<file path="config.mk">
export PLATFORM = sky130hd
export DESIGN_NAME = cmul_share_scheduler
export DESIGN_NICKNAME = d
export VERILOG_FILES = /design/src/rtl/cmul_sched_pkg.sv /design/src/rtl/cmul_share_scheduler_cmul.sv /design/src/rtl/cmul_share_scheduler_rr_arbiter.sv /design/src/rtl/cmul_share_scheduler.sv
export SDC_FILE = /design/constraint.sdc
export NUM_CORES = 2
export LEC_CHECK = 0
export ABC_CLOCK_PERIOD_IN_PS = 20300
export BUFFER_PORTS_ARGS = -buffer_cell sky130_fd_sc_hd__buf_4
export CAP_MARGIN = 25
export CORE_MARGIN = 5
export CORE_UTILIZATION = 35
export DETAILED_ROUTE_END_ITERATION = 12
export HOLD_SLACK_MARGIN = 0.15
export SLEW_MARGIN = 20
export SYNTH_ARGS = -nofsm -noshare
export SYNTH_HDL_FRONTEND = slang
export SYNTH_SLANG_ARGS = --single-unit
</file>
<file path="constraint.sdc">
create_clock -name i_clk -period 20.3 [get_ports i_clk]
set_input_delay 5.075 -clock i_clk [delete_from_list [all_inputs] [get_ports i_clk]]
set_output_delay 5.075 -clock i_clk [all_outputs]
set_load 0.05 [all_outputs]
</file>
<file path="src/rtl/cmul_sched_pkg.sv">
// Shared types and the round-robin search helper used by the complex-multiplier scheduler.
// The search runs over a fixed-width request vector so one function serves any requester count.
package cmul_sched_pkg;

    localparam int N_REQ_DEF        = 4;
    localparam int OPERAND_SIZE_DEF = 16;
    localparam int ID_W             = $clog2(N_REQ_DEF);
    localparam int RR_MAX           = 32;
    localparam int RR_IDX_W         = $clog2(RR_MAX);

    typedef struct packed {
        logic signed [OPERAND_SIZE_DEF-1:0] re;
        logic signed [OPERAND_SIZE_DEF-1:0] im;
    } cplx_t;

    typedef struct packed {
        logic                found;
        logic [RR_IDX_W-1:0] idx;
    } rr_pick_t;

    // First set bit of valid[n-1:0], searching upward from ptr and wrapping at n.
    function automatic rr_pick_t rr_pick(input logic [RR_MAX-1:0]   valid,
                                         input logic [RR_IDX_W-1:0] ptr,
                                         input int unsigned         n);
        rr_pick_t            res;
        logic [31:0]         j;
        logic [RR_IDX_W-1:0] jj;
        res.found = 1'b0;
        res.idx   = {RR_IDX_W{1'b0}};
        for (int unsigned off = 0; off < RR_MAX; off++) begin
            j = 32'(ptr) + 32'(off);
            if (j >= 32'(n)) begin
                j = j - 32'(n);
            end else begin
                j = j;
            end
            jj = j[RR_IDX_W-1:0];
            if ((32'(off) < 32'(n)) && !res.found && valid[jj]) begin
                res.found = 1'b1;
                res.idx   = jj;
            end else begin
                res = res;
            end
        end
        return res;
    endfunction

endpackage

</file>
<file path="src/rtl/cmul_share_scheduler_cmul.sv">
// Combinational fixed-point complex multiplier: four scaled real products, then re=ac-bd, im=ad+bc.
module complex_multiplier #(
    parameter int OS = 16,
    parameter int FS = 12,
    parameter int RW = 32
) (
    input  logic signed [OS-1:0] i_a_re,
    input  logic signed [OS-1:0] i_a_im,
    input  logic signed [OS-1:0] i_b_re,
    input  logic signed [OS-1:0] i_b_im,
    output logic signed [RW-1:0] o_re,
    output logic signed [RW-1:0] o_im
);

    localparam int PW = 2 * OS;
    localparam int XW = (RW > PW) ? RW : PW;

    // Full-precision product rescaled to FS fractional bits by arithmetic shift (truncation).
    function automatic logic signed [RW-1:0] fixed_multiply(input logic signed [OS-1:0] a,
                                                            input logic signed [OS-1:0] b);
        logic signed [PW-1:0] full;
        logic signed [XW-1:0] ext;
        full = PW'(a) * PW'(b);
        ext  = XW'(full >>> FS);
        return ext[RW-1:0];
    endfunction

    logic signed [RW-1:0] ac_s, bd_s, ad_s, bc_s;

    // Sum and difference wrap modulo 2^RW; nothing saturates here.
    always_comb begin
        ac_s = fixed_multiply(i_a_re, i_b_re);
        bd_s = fixed_multiply(i_a_im, i_b_im);
        ad_s = fixed_multiply(i_a_re, i_b_im);
        bc_s = fixed_multiply(i_a_im, i_b_re);
        o_re = ac_s - bd_s;
        o_im = ad_s + bc_s;
    end

endmodule

</file>
<file path="src/rtl/cmul_share_scheduler_rr_arbiter.sv">
// Combinational round-robin arbiter: one-hot grant to the first requester at or above i_ptr.
module rr_arbiter
    import cmul_sched_pkg::*;
#(
    parameter  int N  = 4,
    localparam int IW = (N > 1) ? $clog2(N) : 1
) (
    input  logic [N-1:0]  i_req,
    input  logic [IW-1:0] i_ptr,
    output logic [N-1:0]  o_grant,
    output logic [IW-1:0] o_idx,
    output logic          o_any
);

    rr_pick_t pick_s;

    // Search the request vector and expand the winner into index and one-hot forms.
    always_comb begin
        pick_s = rr_pick(RR_MAX'(i_req), RR_IDX_W'(i_ptr), N);
        o_any  = pick_s.found;
        o_idx  = pick_s.idx[IW-1:0];
        for (int k = 0; k < N; k++) begin
            o_grant[k] = pick_s.found && (pick_s.idx == RR_IDX_W'(k));
        end
    end

endmodule

</file>
<file path="src/rtl/cmul_share_scheduler.sv">
// Shares one complex multiplier among N_REQ valid/ready requesters with round-robin arbitration.
// The product lands in a single result register tagged with the owning requester's index.
module cmul_share_scheduler
    import cmul_sched_pkg::*;
#(
    parameter  int N_REQ           = 4,
    parameter  int operand_size    = 16,
    parameter  int fractional_size = 12,
    parameter  int expansion_size  = operand_size,
    localparam int RW              = operand_size + expansion_size,
    localparam int RID_W           = (N_REQ > 1) ? $clog2(N_REQ) : 1
) (
    input  logic                          i_clk,
    input  logic                          i_rst,
    input  logic [N_REQ-1:0]              i_req_valid,
    output logic [N_REQ-1:0]              o_req_ready,
    input  logic [N_REQ*operand_size-1:0] i_a_real,
    input  logic [N_REQ*operand_size-1:0] i_a_imag,
    input  logic [N_REQ*operand_size-1:0] i_b_real,
    input  logic [N_REQ*operand_size-1:0] i_b_imag,
    output logic                          o_res_valid,
    input  logic                          i_res_ready,
    output logic signed [RW-1:0]          o_res_real,
    output logic signed [RW-1:0]          o_res_imag,
    output logic [RID_W-1:0]              o_res_id
);

    logic [RID_W-1:0]               ptr_r;
    logic                           res_valid_r;
    logic signed [RW-1:0]           res_re_r;
    logic signed [RW-1:0]           res_im_r;
    logic [RID_W-1:0]               res_id_r;

    logic [N_REQ-1:0]               grant_s;
    logic [RID_W-1:0]               gidx_s;
    logic                           any_s;
    logic                           slot_free_s;
    logic                           xfer_s;
    logic signed [operand_size-1:0] a_re_s, a_im_s, b_re_s, b_im_s;
    logic signed [RW-1:0]           prod_re_s, prod_im_s;

    rr_arbiter #(.N(N_REQ)) u_arb (
        .i_req   (i_req_valid),
        .i_ptr   (ptr_r),
        .o_grant (grant_s),
        .o_idx   (gidx_s),
        .o_any   (any_s)
    );

    // Slot frees when empty or being drained this cycle; ready is held low while in reset.
    always_comb begin
        slot_free_s = !res_valid_r || i_res_ready;
        xfer_s      = any_s && slot_free_s && !i_rst;
        o_req_ready = (slot_free_s && !i_rst) ? grant_s : {N_REQ{1'b0}};
    end

    // AND-OR operand mux driven by the one-hot grant.
    always_comb begin
        a_re_s = {operand_size{1'b0}};
        a_im_s = {operand_size{1'b0}};
        b_re_s = {operand_size{1'b0}};
        b_im_s = {operand_size{1'b0}};
        for (int k = 0; k < N_REQ; k++) begin
            a_re_s = a_re_s | (grant_s[k] ? i_a_real[k*operand_size +: operand_size] : {operand_size{1'b0}});
            a_im_s = a_im_s | (grant_s[k] ? i_a_imag[k*operand_size +: operand_size] : {operand_size{1'b0}});
            b_re_s = b_re_s | (grant_s[k] ? i_b_real[k*operand_size +: operand_size] : {operand_size{1'b0}});
            b_im_s = b_im_s | (grant_s[k] ? i_b_imag[k*operand_size +: operand_size] : {operand_size{1'b0}});
        end
    end

    complex_multiplier #(
        .OS (operand_size),
        .FS (fractional_size),
        .RW (RW)
    ) u_cmul (
        .i_a_re (a_re_s),
        .i_a_im (a_im_s),
        .i_b_re (b_re_s),
        .i_b_im (b_im_s),
        .o_re   (prod_re_s),
        .o_im   (prod_im_s)
    );

    // Result register and pointer; the pointer only advances on an accepted transfer.
    always_ff @(posedge i_clk) begin
        if (i_rst) begin
            ptr_r       <= {RID_W{1'b0}};
            res_valid_r <= 1'b0;
            res_re_r    <= {RW{1'b0}};
            res_im_r    <= {RW{1'b0}};
            res_id_r    <= {RID_W{1'b0}};
        end else if (xfer_s) begin
            res_valid_r <= 1'b1;
            res_re_r    <= prod_re_s;
            res_im_r    <= prod_im_s;
            res_id_r    <= gidx_s;
            ptr_r       <= (gidx_s == RID_W'(N_REQ - 1)) ? {RID_W{1'b0}} : gidx_s + RID_W'(1);
        end else if (i_res_ready) begin
            res_valid_r <= 1'b0;
        end else begin
            res_valid_r <= res_valid_r;
        end
    end

    assign o_res_valid = res_valid_r;
    assign o_res_real  = res_re_r;
    assign o_res_imag  = res_im_r;
    assign o_res_id    = res_id_r;

endmodule

</file>
==> impl_metrics.tcl <==
set metrics [dict create \
    synth_largest_area_cell "fa_1" \
    rsz0062_at_grt "no" \
    fin_crit_ns 17.82 \
    cp_slowest_cell "a2111oi_0" \
    synth_area_leaders "fa_1, ha_1, inv_1" \
    cp_max_fo 36 \
    synth_edf_count 0 \
    synthesis.nets 6522 \
    finalSetupViolCount 0 \
    tightest_slew_ns 1.152 \
    grt-busiest-layer "met2" \
    synth_area_um2 42380 \
    hold_path.class "register to register" \
    pin_count 334 \
    max_freq_mhz 56.12 \
    met2_usage_pct 34.35 \
    use_met3_pct 7.085 \
    postRouteAntennaNets 0 \
    grt_pass1_vias 35370 \
    critical_path_class "input pin to register" \
    grt.met1_usage_pct 31.40 \
    cpPeakStageDelay_ns 0.90 \
    antenna_found_initial 2 \
    die_area_um2 128100 \
    hold_viol 0 \
    grt_pass1_wl_um 219500 \
    maxSlewHeadroom_pct 23.20 \
    drc 0 \
    crit_cells 45 \
    tritoncts "built" \
    postSynth.asyncResetShare_pct 0 \
    grt.total_usage_pct 22.96 \
    maxCapViolCount 0 \
    endpoint_kind "register" \
    fin_skew_ns 0.01205 \
    yosysSeqAreaShare_pct 2.220 \
    required_ns 20.48 \
    slew_viol_final 0 \
    start_util_pct 35.28 \
    drt_wl_total_um 146500 \
    wire_per_inst_um 21.92 \
    cts_root_buffer "clkbuf_16" \
    die_h_um 358.0 \
    clock_sinks 47 \
    drive_above_1_share_pct 11.26 \
    area_delta_synth_final_pct 12.06 \
    ys_warn_count 0 \
    min_path_cells 2 \
    synth_cells 4852 \
    post_cts_resized 0 \
    ys_top_cells_by_count "inv_1, fa_1, nor2_1, nand2_1, ha_1" \
    r2r_cells 46 \
    finalCritPeriodShare_pct 87.77 \
    grt_max_degree 60 \
    port_buffers 333 \
    yosys.area.top_type_share_pct 49.41 \
    cts_setup_buffers 0 \
    path_delay_family "compound AO/OA/AOI/OAI gates" \
    syn_area_per_cell_um2 8.734 \
    dp_hpwl_um 117400 \
    insertion_delay_ns 0.31 \
    clock_path_buffers 2 \
    core.rowCount 127 \
    synth-main-ff-cell "dfxtp_1" \
    worstPathArrival_ns 18.00 \
    path_clk_slew_ns 0.09 \
    cts_max_level 2 \
    final.setup.tns_ns 0 \
    vias 34310 \
    overflow 0 \
    status "complete, no violations" \
    synth_cell_types 83 \
    ys_seq_elements 47 \
    dr.pass1.iters 6 \
    core_area_um2 120100 \
    critPathBufInv 7 \
    crit_top_cell "fa_1" \
    nets 6738 \
    place_congestion 0.8838 \
    synth.most_common_cell "inv_1" \
    die_w_um 358.0 \
    cp-start-kind "input pin" \
    cts_hold_buf 0 \
    drt_iter0_drc 2870 \
    vias_per_cell 5.135 \
    cts_buffers 5 \
]
-- worst min-delay path, stage by stage (launching register included) --
cell and delay, ns:
dfxtp_1 0.32, nand3_1 0.06, nand2_1 0.05
-- final timing paths --
kind,start,end,slack [ns]
hold reg to reg,o_res_real[1]$_SDFFE_PP0P_,o_res_real[1]$_SDFFE_PP0P_,0.47
setup reg to reg,ptr_r[0]$_SDFFE_PP0P_,o_res_real[18]$_SDFFE_PP0P_,5.81
hold / removal,o_res_real[1]$_SDFFE_PP0P_,o_res_real[1]$_SDFFE_PP0P_,0.47
setup / recovery,i_req_valid[2],o_res_real[18]$_SDFFE_PP0P_,2.48
-- layer usage --
layer	routed length [um]	part of all wire [%]
met1	59430	41
met2	61760	42
met3	18030	12
met4	7232	4.9
met5	0	0
-- cell families after synthesis --
kind of cell,synth area share (%)
and+or+nand+nor,12.75
buffers and inverters,13.02
xor gates and xnor gates,2.707
muxes,0.1594
AOI/OAI and AO/OA,9.076
adders and majority gates,60.07
DFF,2.220
-- state kept, by name, indices dropped and copies added (netlist names) --
register / flops
o_res_valid: 1
o_res_real: 21
o_res_id: 2
o_res_imag: 21
ptr_r: 2
-- cell type report --
cell class,instances,area (um2)
timing repair buffer,454,3458
antenna,1,2.502
clock inverter,3,71.32
multi-input combinational,3361,36370
sequential,47,940.9
fill,12260,72640
inverter,1199,4501
clock buffer,5,125.1
tap,1612,2017
-- through the flow --
step,cell area (um2),setup WS (ns),utilization (%),hold slack (ns),std cells
floorplan,42380,4.284,-,0.6510,4852
global placement,47180,2.704,39.27,0.4582,6665
detailed placement,47220,2.510,39.30,0.4621,6668
CTS,47410,2.778,39.47,0.4735,6676
global route,47490,1.988,39.53,0.5035,6681
finish,47490,2.482,39.53,0.4665,6682
-- placed cells by master, fill, tap and decap left out, types with 10 or more instances in the layout --
| cell type | instances |
|---|---|
| nor2_1 | 581 |
| or2_2 | 10 |
| nor3_1 | 30 |
| a31o_2 | 11 |
| a221oi_2 | 37 |
| ha_1 | 361 |
| a21o_1 | 35 |
| inv_1 | 1196 |
| o31ai_1 | 13 |
| nand3_1 | 54 |
| dfxtp_1 | 47 |
| nand4_1 | 12 |
| xnor2_1 | 94 |
| nand2_1 | 528 |
| fa_1 | 1046 |
| a211oi_1 | 12 |
| nor2b_1 | 25 |
| a22o_1 | 64 |
| o21ai_0 | 71 |
| a221o_1 | 50 |
| a21oi_1 | 82 |
| and3_1 | 13 |
| xor2_1 | 37 |
| buf_4 | 448 |
| o21a_1 | 12 |
| a221oi_4 | 13 |
| nand2b_1 | 26 |
Power is not shown: default switching activity piles up to over one toggle a cycle in this logic, so the estimate is an artifact.
